==> config.mk <==
export PLATFORM = sky130hd
export DESIGN_NAME = eth_rx_udma_framer
export DESIGN_NICKNAME = d
export VERILOG_FILES = /design/src/rtl/eth_rx_pkg.sv /design/src/rtl/eth_rx_out_reg.sv /design/src/rtl/eth_rx_udma_framer.sv
export SDC_FILE = /design/constraint.sdc
export NUM_CORES = 1
export LEC_CHECK = 0
export BUFFER_PORTS_ARGS = -buffer_cell sky130_fd_sc_hd__clkbuf_2
export CAP_MARGIN = 20
export CORE_ASPECT_RATIO = 1.5
export CORE_MARGIN = 4
export CORE_UTILIZATION = 57
export DETAILED_ROUTE_END_ITERATION = 7
export PLACE_DENSITY = 0.85
export SYNTH_ARGS = -nofsm -noshare
export SYNTH_HDL_FRONTEND = slang
export SYNTH_SLANG_ARGS = --single-unit
==> constraint.sdc <==
create_clock -name clk_i -period 8.8 [get_ports clk_i]
set_clock_uncertainty 0.1 [all_clocks]
set_input_delay 2.2 -clock clk_i [delete_from_list [all_inputs] [get_ports clk_i]]
set_output_delay 2.2 -clock clk_i [all_outputs]
set_load 0.005 [all_outputs]
==> src/rtl/eth_rx_pkg.sv <==
// Shared types and constants for the Ethernet RX to uDMA framing path.
package eth_rx_pkg;

    typedef enum logic [1:0] {
        ST_FRAME   = 2'd0,
        ST_DISCARD = 2'd1,
        ST_STATUS  = 2'd2
    } state_e;

    localparam int ERR_BIT   = 31;
    localparam int TRUNC_BIT = 30;
    localparam int LEN_LSB   = 0;

    localparam logic [1:0] UDMA_SIZE_WORD = 2'b10;

    // Zero every byte lane above the last valid one (byte_count = valid bytes - 1).
    function automatic logic [31:0] mask_lanes(input logic [31:0] data, input logic [1:0] byte_count);
        logic [31:0] res;
        res = '0;
        for (int i = 0; i < 4; i++) begin
            if (2'(i) <= byte_count) begin
                res[8*i +: 8] = data[8*i +: 8];
            end
        end
        return res;
    endfunction

endpackage

==> src/rtl/eth_rx_out_reg.sv <==
// Single-stage valid/ready output register; holds its word while the sink stalls.
module eth_rx_out_reg #(
    parameter int W = 32
) (
    input  logic         clk_i,
    input  logic         rstn_i,
    input  logic         load_i,
    input  logic [W-1:0] data_i,
    input  logic         tag_i,
    input  logic         ready_i,
    output logic         valid_o,
    output logic [W-1:0] data_o,
    output logic         tag_o,
    output logic         load_ok_o
);

    logic         valid_q;
    logic [W-1:0] data_q;
    logic         tag_q;

    always_ff @(posedge clk_i) begin
        if (!rstn_i) begin
            valid_q <= 1'b0;
            data_q  <= '0;
            tag_q   <= 1'b0;
        end else if (load_i) begin
            valid_q <= 1'b1;
            data_q  <= data_i;
            tag_q   <= tag_i;
        end else if (ready_i) begin
            valid_q <= 1'b0;
        end
    end

    assign valid_o   = valid_q;
    assign data_o    = data_q;
    assign tag_o     = tag_q;
    assign load_ok_o = !valid_q || ready_i;

endmodule

==> src/rtl/eth_rx_udma_framer.sv <==
// Frames the RX buffer word stream for the uDMA RX channel, appending one status word per frame.
module eth_rx_udma_framer
    import eth_rx_pkg::*;
#(
    parameter int MAX_FRAME_BYTES = 1518,
    parameter int LEN_WIDTH       = 16
) (
    input  logic        clk_i,
    input  logic        rstn_i,
    input  logic        cfg_en_i,
    input  logic [31:0] s_axis_tdata,
    input  logic [1:0]  s_axis_byte_count,
    input  logic        s_axis_tvalid,
    input  logic        s_axis_tuser,
    input  logic        s_axis_tlast,
    output logic        s_axis_tready,
    output logic [31:0] data_rx_o,
    output logic [1:0]  data_rx_datasize_o,
    output logic        data_rx_valid_o,
    input  logic        data_rx_ready_i,
    output logic        frame_done_o,
    output logic [15:0] frame_cnt_o,
    output logic [15:0] err_cnt_o,
    output logic [15:0] drop_cnt_o
);

    localparam logic [LEN_WIDTH-1:0] MAX_LEN = LEN_WIDTH'(MAX_FRAME_BYTES);

    state_e                 state_q, state_d;
    logic                   sof_q, sof_d;
    logic [LEN_WIDTH-1:0]   len_q, len_d;
    logic                   err_q, err_d;
    logic                   trunc_q, trunc_d;
    logic [15:0]            frame_cnt_q, frame_cnt_d;
    logic [15:0]            err_cnt_q, err_cnt_d;
    logic [15:0]            drop_cnt_q, drop_cnt_d;

    logic                   out_load;
    logic [31:0]            out_data;
    logic                   out_tag;
    logic                   out_tag_q;
    logic                   load_ok;
    logic                   tready_c;
    logic [LEN_WIDTH:0]     len_sum;
    logic [31:0]            status_word;

    always_comb begin
        tready_c = 1'b0;
        case (state_q)
            ST_FRAME:   tready_c = load_ok;
            ST_DISCARD: tready_c = 1'b1;
            default:    tready_c = 1'b0;
        endcase
    end

    // Nothing is accepted while reset is held.
    assign s_axis_tready = tready_c && rstn_i;

    always_comb begin
        len_sum = {1'b0, len_q} + (LEN_WIDTH+1)'(s_axis_byte_count) + (LEN_WIDTH+1)'(1);
        status_word = '0;
        status_word[ERR_BIT]   = err_q;
        status_word[TRUNC_BIT] = trunc_q;
        status_word[LEN_LSB +: LEN_WIDTH] = len_q;
    end

    always_comb begin
        state_d     = state_q;
        sof_d       = sof_q;
        len_d       = len_q;
        err_d       = err_q;
        trunc_d     = trunc_q;
        frame_cnt_d = frame_cnt_q;
        err_cnt_d   = err_cnt_q;
        drop_cnt_d  = drop_cnt_q;
        out_load    = 1'b0;
        out_data    = '0;
        out_tag     = 1'b0;

        case (state_q)
            ST_FRAME: begin
                if (s_axis_tvalid && s_axis_tready) begin
                    if (sof_q && !cfg_en_i) begin
                        if (s_axis_tlast) begin
                            drop_cnt_d = drop_cnt_q + 16'd1;
                        end else begin
                            state_d = ST_DISCARD;
                            sof_d   = 1'b0;
                        end
                    end else begin
                        len_d = len_sum[LEN_WIDTH] ? '1 : len_sum[LEN_WIDTH-1:0];
                        err_d = err_q | s_axis_tuser;
                        // Forwarding is decided on the length before this word is added.
                        if (len_q < MAX_LEN) begin
                            out_load = 1'b1;
                            out_data = mask_lanes(s_axis_tdata, s_axis_byte_count);
                        end else begin
                            trunc_d = 1'b1;
                        end
                        if (s_axis_tlast) begin
                            state_d = ST_STATUS;
                            sof_d   = 1'b1;
                        end else begin
                            sof_d   = 1'b0;
                        end
                    end
                end
            end
            ST_DISCARD: begin
                if (s_axis_tvalid && s_axis_tlast) begin
                    drop_cnt_d = drop_cnt_q + 16'd1;
                    sof_d      = 1'b1;
                    state_d    = ST_FRAME;
                end
            end
            ST_STATUS: begin
                if (load_ok) begin
                    out_load    = 1'b1;
                    out_data    = status_word;
                    out_tag     = 1'b1;
                    frame_cnt_d = frame_cnt_q + 16'd1;
                    if (err_q || trunc_q) begin
                        err_cnt_d = err_cnt_q + 16'd1;
                    end
                    len_d   = '0;
                    err_d   = 1'b0;
                    trunc_d = 1'b0;
                    state_d = ST_FRAME;
                end
            end
            default: state_d = ST_FRAME;
        endcase
    end

    always_ff @(posedge clk_i) begin
        if (!rstn_i) begin
            state_q     <= ST_FRAME;
            sof_q       <= 1'b1;
            len_q       <= '0;
            err_q       <= 1'b0;
            trunc_q     <= 1'b0;
            frame_cnt_q <= '0;
            err_cnt_q   <= '0;
            drop_cnt_q  <= '0;
        end else begin
            state_q     <= state_d;
            sof_q       <= sof_d;
            len_q       <= len_d;
            err_q       <= err_d;
            trunc_q     <= trunc_d;
            frame_cnt_q <= frame_cnt_d;
            err_cnt_q   <= err_cnt_d;
            drop_cnt_q  <= drop_cnt_d;
        end
    end

    eth_rx_out_reg #(.W(32)) u_out_reg (
        .clk_i     (clk_i),
        .rstn_i    (rstn_i),
        .load_i    (out_load),
        .data_i    (out_data),
        .tag_i     (out_tag),
        .ready_i   (data_rx_ready_i),
        .valid_o   (data_rx_valid_o),
        .data_o    (data_rx_o),
        .tag_o     (out_tag_q),
        .load_ok_o (load_ok)
    );

    assign data_rx_datasize_o = UDMA_SIZE_WORD;
    assign frame_done_o       = data_rx_valid_o && data_rx_ready_i && out_tag_q;
    assign frame_cnt_o        = frame_cnt_q;
    assign err_cnt_o          = err_cnt_q;
    assign drop_cnt_o         = drop_cnt_q;

endmodule

==> reports/metrics.csv <==
stage,metric,value,unit
route,vias,4710,
synthesis,largest area contributor in the netlist,dfxtp_1,
worst_setup_path,critical path's largest stage delay,0.44,ns
synthesis,Syn Area/Cell,8.46,um2
run_status,status,finished clean,
route,WL final,13.0,mm
global_routing,grt ovf,0,
clock_tree,htree depth,3,
clock_tree,Max clock buf depth,2,
sta,setup ws final,3.37,ns
route,DRT Pass-1 Iters,5,
route,wire per inst,16.7,um
synthesis,largest cells by area after synthesis,"dfxtp_1, and3_1, nor2_1",
global_routing,vias in the first global route,4488,
clock_tree,setup bufs post-CTS,0,
global_routing,largest net degree at the start of global routing,68,
worst_hold_path,Worst Hold Class,reg2reg,
clock_tree,Post-CTS Resized,0,
synthesis,cell count after synthesis,564,
floorplanning,Initial Util,58.9,%
clock_tree,"Hold-fix buffers, CTS",0,
worst_setup_path,Crit Path Class,in2out,
worst_setup_path,crit path capture type,output pin,
worst_setup_path,most frequent cell on the critical path,clkbuf_2,
sta,Final min period,5.43,ns
floorplanning,Placeable Area,0.00811,mm2
clock_tree,CTS tree,yes,
sta,Hold Worst Slack,0.374,ns
sta,total negative slack,0,ns
final_layout,Inserted Diodes,0,
sta,worst slew pin tran,1.04,ns
synthesis,"Async S/R FF share, synth",0,%
final_layout,final core utilization,70.9,%
sta,Peak Freq,184,MHz
place,port bufs,123,
worst_setup_path,critical path required time,6.50,ns
floorplanning,Die W,82.7,um
synthesis,number of enable flip-flop cells after synthesis,0,
pwr,total power,0.000976,W
synthesis,synthesized area,0.00477,mm2
synthesis,post-synth top area share,43.2,%
route,number of DRC markers in iteration 0,357,
global_routing,initial antenna violation count,0,
clock_tree,CTS sink cnt,103,
floorplanning,row count,40,
sta,Final Setup Violations,0,
worst_setup_path,"Cell Chain, Critical Path","clkbuf_2, inv_2, nor3_1, clkbuf_2",
pwr,LEAKAGE,2.48,nW
run,max_cap viols,0,
synthesis,"count leader, synth",dfxtp_1,
final_layout,Layout area overhead,20.4,%
synthesis,Post-synth top cells,"dfxtp_1, nor2_1, and3_1",
global_routing,GRT Overall Usage,26.3,%
worst_setup_path,Critical Path Start Type,input pin,
floorplanning,I/O pins,126,
worst_setup_path,"delay-heaviest family, CP",buffers and inverters,
sta,Final Hold Viols,0,
route,"antenna viol nets, final",0,
final_layout,fin nets,715,
global_routing,first-pass GRT wire length,20.7,mm
worst_setup_path,Critical Path AT,3.13,ns
synthesis,"Seq/Total Area, Yosys",43.2,%
worst_setup_path,Crit path depth,4,
sta,RSZ-0062 raised after global routing,false,
worst_setup_path,Worst R2R Path Depth,7,
synthesis,top_reg_cell synth,dfxtp_1,
worst_setup_path,crit path max fanout,25,
pwr,maximum VDD drop,0.113,mV
final_layout,FILL cells,632,
final_layout,share of layout cells above drive strength 1,22.1,%
sta,part of the cycle the worst path needs,61.7,%
clock_tree,"Clk Latency, worst-skew pair",0.34,ns
sta,Final Max Slew Viols,0,
place,Final GP Congestion,0.891,
route,drt via density,6.05,
synthesis,Synth Net Count,611,
floorplanning,height of the die,120,um
clock_tree,clock buffer count from CTS,9,
place,Detail Placement HPWL,9.19,mm
clock_tree,Clock transition at path regs,0.07,ns
sta,Slew HR,30.6,%
synthesis,Yosys cell types,50,
place,"worst slack, placed",3.36,ns
synthesis,Synth Warn #,0,
worst_setup_path,CP max stage cell,clkbuf_2,
clock_tree,root buf cell,clkbuf_16,
synthesis,register bit total from synthesis,103,
worst_hold_path,hold path depth,2,
route,Remaining DRCs,0,
pwr,PD cells,170,mW/mm2
worst_setup_path,Bufs and invs on worst path,3,
floorplanning,Die Area,0.00993,mm2
cell usage in the layout, fill, tap and decap left out, drive strengths merged, types with 7 or more instances in the layout:
master and count:
or3 7, xor2 26, nand4 19, inv 9, nor4 9, a21oi 32
clkbuf 138, nand3 34, and4 7, nor2 64, dfxtp 103, and3 43
o21ai 19, nor3 12, xnor2 12, a221o 8, nand2 42, a22oi 9
o21a 16
final timing paths:
path                                                     endpoint  slack (ns)                        startpoint
worst min register to register   u_out_reg.data_o[1]$_SDFFE_PN0P_        0.37  u_out_reg.data_o[1]$_SDFFE_PN0P_
worst min-delay path             u_out_reg.data_o[1]$_SDFFE_PN0P_        0.37  u_out_reg.data_o[1]$_SDFFE_PN0P_
worst max-delay path                                s_axis_tready        3.37                            rstn_i
worst max register to register  u_out_reg.data_o[15]$_SDFFE_PN0P_        5.96    u_out_reg.valid_o$_SDFFE_PN0P_
per-stage QoR:
step,cell area (um2),instances
2_1_floorplan,4770,564
3_3_place_gp,5380,759
3_5_place_dp,5390,760
4_1_cts,5720,776
5_1_grt,5750,778
6_report,5750,778
cells by family after synthesis:
kind of cell	Yosys count	synth area share, %
fa+ha+maj	6	1.73
xor+xnor	38	6.97
mux	2	0.419
flops	103	43.2
other cells	2	0.157
buf+inv	44	4.17
compound gates	107	15.0
simple gates	262	28.3
tightest hold or removal path, stage by stage (launching register included):
cell     delay [ns]
dfxtp_1        0.31
nand3_1        0.06
a21oi_1        0.06
metal layers:
| layer | global-route usage [%] | routed length [um] | up-vias |
|---|---|---|---|
| met1 | 30.1 | 4860 | 2214 |
| met5 | 0 | 0 | - |
| li1 | - | - | 2242 |
| met4 | 11.2 | 373 | 0 |
| met3 | 4.58 | 1030 | 35 |
| met2 | 46.6 | 6770 | 219 |
sequential cells by signal, indices dropped and copies added, names as in the netlist:
| signal | cells |
|---|---|
| u_out_reg.valid_o | 1 |
| frame_cnt_o | 16 |
| state_q | 2 |
| drop_cnt_o | 16 |
| len_q | 16 |
| trunc_q | 1 |
| err_q | 1 |
| err_cnt_o | 16 |
| u_out_reg.tag_o | 1 |
| u_out_reg.data_o | 32 |
| sof_q | 1 |
power by group:
| group | internal (W) | switching (W) |
|---|---|---|
| registers | 0.000473 | 0.00000606 |
| clock network | 0.000259 | 0.000169 |
| logic | 0.0000257 | 0.0000424 |
layout make-up:
class	count	area [um2]	area share, %
inverters	9	33.8	0.588
flip-flops and latches	103	2060	35.9
repair buffers	128	674	11.7
well taps	105	131	2.29
multi-input cells	417	2520	43.8
clock inverters	2	35.0	0.609
clock buffers	14	294	5.12
Power figures use the tool's default switching activity.
